File: config.mk
export PLATFORM = sky130hd
export DESIGN_NAME = regfile_scoreboard
export DESIGN_NICKNAME = d
export VERILOG_FILES = /design/src/rtl/regfile_scoreboard.sv
export SDC_FILE = /design/constraint.sdc
export NUM_CORES = 2
export LEC_CHECK = 0
export BUFFER_PORTS_ARGS = -buffer_cell sky130_fd_sc_hd__buf_2
export CAP_MARGIN = 20
export CORE_MARGIN = 10
export CORE_UTILIZATION = 25
export CTS_BUF_LIST = sky130_fd_sc_hd__clkbuf_4 sky130_fd_sc_hd__clkbuf_8
export DETAILED_ROUTE_END_ITERATION = 12
export GPL_ROUTABILITY_DRIVEN = 1
export SLEW_MARGIN = 5
export SYNTH_ARGS = -nofsm -noshare
export SYNTH_HDL_FRONTEND = slang
export SYNTH_SLANG_ARGS = --single-unit
File: constraint.sdc
create_clock -name clk -period 3.9 [get_ports clk]
set_input_delay 0.39 -clock clk [delete_from_list [all_inputs] [get_ports clk]]
set_output_delay 0.39 -clock clk [all_outputs]
set_load 0.03 [all_outputs]
File: src/rtl/regfile_scoreboard.sv
// regfile_scoreboard
//   Register file for the DE stage with a per-register in-flight write
//   scoreboard. Each register has a saturating pending-write counter, so
//   several in-flight writers of one register can be tracked. Writes retire
//   from WB, and squashed writers are cancelled through the kill port.
//   The block stalls DE on a RAW hazard or when the destination counter is
//   saturated.
//
// Parameters
//   DBITS      data width of each register
//   REGNOBITS  register index width (2**REGNOBITS registers)
//   CNTBITS    pending-counter width (up to 2**CNTBITS-1 writers in flight)
//
// Ports
//   clk, reset                 clock, synchronous active-high reset
//   rs1_no/rs2_no, rsN_use     source indices and their use flags
//   issue_valid/wr/rd          instruction in DE trying to issue
//   wb_valid/rd/data           WB register write (retires one writer)
//   kill_valid/rd              squashed writer (retires without writing)
//   rs1_data/rs2_data          combinational source reads
//   stall                      DE must hold this cycle
//   busy_vec                   bit r set while register r has writers in flight
//   err_underflow              sticky; a retire hit a zero counter
//
// Optional feature
//   REGFILE_SB_WB_BYPASS_EN    forwards wb_data to same-cycle reads and drops
//                              the source stall when that WB retires the last
//                              in-flight writer.

module regfile_scoreboard #(
    parameter int DBITS     = 32,
    parameter int REGNOBITS = 5,
    parameter int CNTBITS   = 2
) (
    input  logic                      clk,
    input  logic                      reset,
    input  logic [REGNOBITS-1:0]      rs1_no,
    input  logic [REGNOBITS-1:0]      rs2_no,
    input  logic                      rs1_use,
    input  logic                      rs2_use,
    input  logic                      issue_valid,
    input  logic                      issue_wr,
    input  logic [REGNOBITS-1:0]      issue_rd,
    input  logic                      wb_valid,
    input  logic [REGNOBITS-1:0]      wb_rd,
    input  logic [DBITS-1:0]          wb_data,
    input  logic                      kill_valid,
    input  logic [REGNOBITS-1:0]      kill_rd,
    output logic [DBITS-1:0]          rs1_data,
    output logic [DBITS-1:0]          rs2_data,
    output logic                      stall,
    output logic [2**REGNOBITS-1:0]   busy_vec,
    output logic                      err_underflow
);

    localparam int unsigned NREG = 2**REGNOBITS;
    localparam logic [CNTBITS-1:0] CMAX = '1;

    logic [DBITS-1:0]   regs     [NREG];
    logic [CNTBITS-1:0] cnt      [NREG];
    logic [CNTBITS-1:0] cnt_next [NREG];

    logic               issue_fire;
    logic               underflow_any;
    logic               src1_busy;
    logic               src2_busy;
    logic               dst_sat;
    logic               inc;
    logic [1:0]         dec;
    logic [CNTBITS:0]   sum;

    // ---------------------------------------------------------------
    // Busy vector
    // ---------------------------------------------------------------
    always_comb begin
        busy_vec = '0;
        for (int unsigned r = 0; r < NREG; r++) begin
            busy_vec[r] = (cnt[r] != '0);
        end
    end

    // ---------------------------------------------------------------
    // Reads and hazard detection
    // ---------------------------------------------------------------
    always_comb begin
        rs1_data  = regs[rs1_no];
        rs2_data  = regs[rs2_no];
        src1_busy = rs1_use && (rs1_no != '0) && busy_vec[rs1_no];
        src2_busy = rs2_use && (rs2_no != '0) && busy_vec[rs2_no];
`ifdef REGFILE_SB_WB_BYPASS_EN
        if (wb_valid && (wb_rd != '0) && (wb_rd == rs1_no)) begin
            rs1_data = wb_data;
        end
        if (wb_valid && (wb_rd != '0) && (wb_rd == rs2_no)) begin
            rs2_data = wb_data;
        end
        // The WB in this cycle retires the only writer, so the forwarded
        // value is final -- unless a kill also drains the same register,
        // in which case the counts disagree and we keep stalling.
        if ((cnt[rs1_no] == CNTBITS'(1)) && wb_valid && (wb_rd == rs1_no) &&
            !(kill_valid && (kill_rd == rs1_no))) begin
            src1_busy = 1'b0;
        end
        if ((cnt[rs2_no] == CNTBITS'(1)) && wb_valid && (wb_rd == rs2_no) &&
            !(kill_valid && (kill_rd == rs2_no))) begin
            src2_busy = 1'b0;
        end
`endif
        dst_sat    = issue_wr && (issue_rd != '0) && (cnt[issue_rd] == CMAX);
        stall      = issue_valid && (src1_busy || src2_busy || dst_sat);
        issue_fire = issue_valid && !stall;
    end

    // ---------------------------------------------------------------
    // Counter next-state: cnt + inc - dwb - dkill in one step, clamped at 0.
    // inc can only occur when cnt < CMAX (a saturated rd stalls), so the
    // upper bound needs no clamp.
    // ---------------------------------------------------------------
    always_comb begin
        underflow_any = 1'b0;
        inc           = 1'b0;
        dec           = '0;
        sum           = '0;
        for (int unsigned r = 0; r < NREG; r++) begin
            cnt_next[r] = cnt[r];
            if (r != 0) begin
                inc = issue_fire && issue_wr && (issue_rd == REGNOBITS'(r));
                dec = {1'b0, wb_valid   && (wb_rd   == REGNOBITS'(r))} +
                      {1'b0, kill_valid && (kill_rd == REGNOBITS'(r))};
                sum = {1'b0, cnt[r]} + {{CNTBITS{1'b0}}, inc};
                if (sum < (CNTBITS+1)'(dec)) begin
                    cnt_next[r]   = '0;
                    underflow_any = 1'b1;
                end else begin
                    cnt_next[r] = CNTBITS'(sum - (CNTBITS+1)'(dec));
                end
            end
        end
    end

    // ---------------------------------------------------------------
    // State
    // ---------------------------------------------------------------
    always_ff @(posedge clk) begin
        if (reset) begin
            for (int unsigned r = 0; r < NREG; r++) begin
                regs[r] <= '0;
                cnt[r]  <= '0;
            end
            err_underflow <= 1'b0;
        end else begin
            for (int unsigned r = 0; r < NREG; r++) begin
                cnt[r] <= cnt_next[r];
            end
            if (wb_valid && (wb_rd != '0)) begin
                regs[wb_rd] <= wb_data;
            end
            if (underflow_any) begin
                err_underflow <= 1'b1;
            end
        end
    end

endmodule
==> flow_metrics.py <==
metrics = {
    "pwr": {
        "irDropWorstVdd_mv": 0.264,
        "p_per_area_mw_per_mm2": 387,
        "p_leak_uw": 0.0249,
        "design_power_total_uw": 27500,
    },
    "logic_synthesis": {
        "synth_edf_count": 1024,
        "synth_common_cells": "edfxtp_1, and2_1, mux4_2",
        "synth_top_area_frac": 0.506,
        "ys_warn_count": 0,
        "synthTopCellsByArea": "edfxtp_1, mux4_2, and2_1, ha_1, dfxtp_1",
        "synth-async-reset-ratio": 0,
        "synth_top_area_cell": "edfxtp_1",
        "ys.flop_type": "edfxtp_1",
        "synth.most_common_cell": "edfxtp_1",
        "ys_seq_elements": 1087,
        "yosysUniqueCellTypes": 59,
        "syn-instance-count": 3959,
        "synth_area_sq_mm": 0.0607,
        "avgSynthCellArea_sq_um": 15.3,
        "yosysSeqAreaShare": 0.527,
    },
    "placed_design": {
        "placed_area_sq_mm": 0.0676,
        "globalplace.congestion": 0.899,
        "io_buffer_count": 161,
        "dp_hpwl_microns": 130000,
        "dp_slack_ns": -0.311,
    },
    "timing": {
        "hold_violations": 0,
        "clock_skew_ns": 0.0163,
        "hold_slack_ns": 0.0934,
        "setup_viol": 1,
        "finalCritPeriodShare": 1.01,
        "worst_slew_pin_slew_ns": 1.11,
        "relSlewSlack": 0.258,
        "grt_setup_unrepaired": "yes",
        "max_freq_mhz": 255,
        "fin_crit_ns": 3.93,
        "fin_ws_ns": -0.0263,
        "slew_violations": 0,
    },
    "setup_path": {
        "cp_data_arrival_time_ns": 4.74,
        "cp-start-kind": "register",
        "endpoint_kind": "register",
        "crit_required_ns": 4.71,
        "critPathKind": "reg -> reg",
        "cp_max_fo": 14,
        "startpoint": "cnt[28][1]",
        "reg2reg_from": "cnt[28][1]",
        "r2r_cells": 17,
        "r2r_setup_slack_ns": -0.03,
        "r2r-end": "err_underflow",
    },
    "floorplanning": {
        "io_pins": 163,
        "die_h_microns": 513,
        "die_area_sq_mm": 0.263,
        "core_sq_mm": 0.241,
        "num_rows": 180,
        "start_util": 0.252,
        "fp.dieW_microns": 513,
    },
    "drt": {
        "routed_via_density": 5.04,
        "drtIter0Drc": 4497,
        "drc": 0,
        "num_vias": 38600,
        "routed_wl_microns": 213000,
        "ant_nets": 0,
        "dr.pass1.iters": 7,
        "wl_per_cell_microns": 27.8,
    },
    "finish": {
        "final_area_sq_mm": 0.0712,
        "final_nets": 4539,
        "fill_cells": 23800,
        "area_growth_pct": 17.3,
        "postLayoutCoreUtil": 0.295,
        "drive_above_1_share": 0.363,
    },
    "clock_network": {
        "root_buffer": "clkbuf_8",
        "cts_inserted_buffers": 171,
        "clk_pin_slew_ns": 0.06,
        "cts-htree-levels": 4,
        "clock-sinks": 1087,
        "clk_path_buf_depth": 3,
        "cts_tree": "done",
        "clock_latency_ns": 0.89,
    },
    "worst_hold_path": {
        "min-delay-start": "wb_data[16]",
        "min_path_cells": 2,
        "min_to": "regs[20][16]",
        "hold_class": "in -> reg",
    },
    "global_route": {
        "grt_pass1_vias": 39400,
        "grt_max_degree": 109,
        "grt_pass1_wl_microns": 297000,
        "antenna_found_initial": 42,
        "grt.overflow.total": 0,
        "grt_use_total": 0.156,
    },
    "flow_run": {
        "maxCapViolCount": 0,
    },
    "run_status": {
        "status": "finished with violations",
        "violations": "negative setup slack",
    },
}
## power by group
group | switching, uW | internal (uW)
registers | 293 | 13400
logic | 2370 | 1710
clock network | 4910 | 4900
## layer usage
layer / wire length, microns / track usage / vias up
met5: 65 / 0 / -
met4: 12900 / 0.0867 / 14
met2: 104000 / 0.262 / 2085
li1: - / - / 15800
met1: 77500 / 0.187 / 20100
met3: 17900 / 0.0296 / 548
## state kept, by name, indices dropped and copies added (netlist names)
| signal | count |
|---|---|
| cnt | 62 |
| regs | 1024 |
| err_underflow | 1 |
## worst max path at each step
stage / to / slack [ns] / cells after the start
final: err_underflow / -0.03 / 17
after global placement: err_underflow / -0.34 / 19
after detailed placement: err_underflow / -0.31 / 21
after floorplan: err_underflow / 0.009 / 15
after global routing: err_underflow / -0.23 / 15
after CTS: err_underflow / -0.07 / 19
## placed cells by master, fill, tap and decap left out, drive strengths merged, types with 13 or more instances in the layout
master	n
nand2	36
edfxtp	1024
nor3b	37
clkinv	69
xor2	29
and2	993
or2	43
inv	97
dfxtp	63
clkbuf	219
mux4	645
nor4	44
conb	33
ha	124
nor2	157
nand3	13
nor3	43
mux2	77
diode	14
fa	31
a21oi	33
buf	531
## cell type report
cell class / instances / area (sq um) / area share
tap: 3185 / 3990 / 0.0559
multi-input combinational: 2436 / 27400 / 0.385
timing repair buffer: 536 / 4150 / 0.0583
clock buffer: 219 / 2730 / 0.0383
sequential: 1087 / 32000 / 0.449
antenna: 14 / 35.0 / 0.000492
clock inverter: 84 / 587 / 0.00824
inverter: 87 / 327 / 0.00458
## worst max-delay path, stage by stage (launching register included)
cell	delay (ns)
dfxtp_1	0.30
or2_1	0.24
mux2_2	0.27
mux4_2	0.49
a211oi_2	0.22
o211ai_2	0.15
buf_12	0.19
buf_4	0.16
nor4_4	0.29
buf_4	0.17
ha_1	0.20
fa_1	0.43
a21oi_1	0.27
nor4_1	0.10
buf_4	0.14
nand4_1	0.09
nor2_1	0.05
nor2_1	0.08
## cell families after synthesis
logic type,after synthesis,share of synthesized area
other,1,0.0000617
XOR/XNOR,31,0.00447
adder cells (fa/ha/maj),155,0.0358
flip-flops,1087,0.527
buffers and inverters,468,0.0320
AND/OR/NAND/NOR,1415,0.138
AO/OA/AOI/OAI,71,0.00781
multiplexers,731,0.255
## per-stage QoR
stage          TNS, ns  cells
2_1_floorplan        0   3991
3_3_place_gp    -0.359   7325
3_5_place_dp    -0.410   7325
4_1_cts        -0.0735   7632
5_1_grt         -0.233   7643
6_report       -0.0263   7648
## repair_timing
item	CTS	global route
endpoints found under the hold margin	42	10
gates resized for setup	11	35
endpoints found under the setup margin	2	5
hold buffers	4	1
pin swaps	0	8
setup buffers	0	1
(Power assumes the default switching activity.)
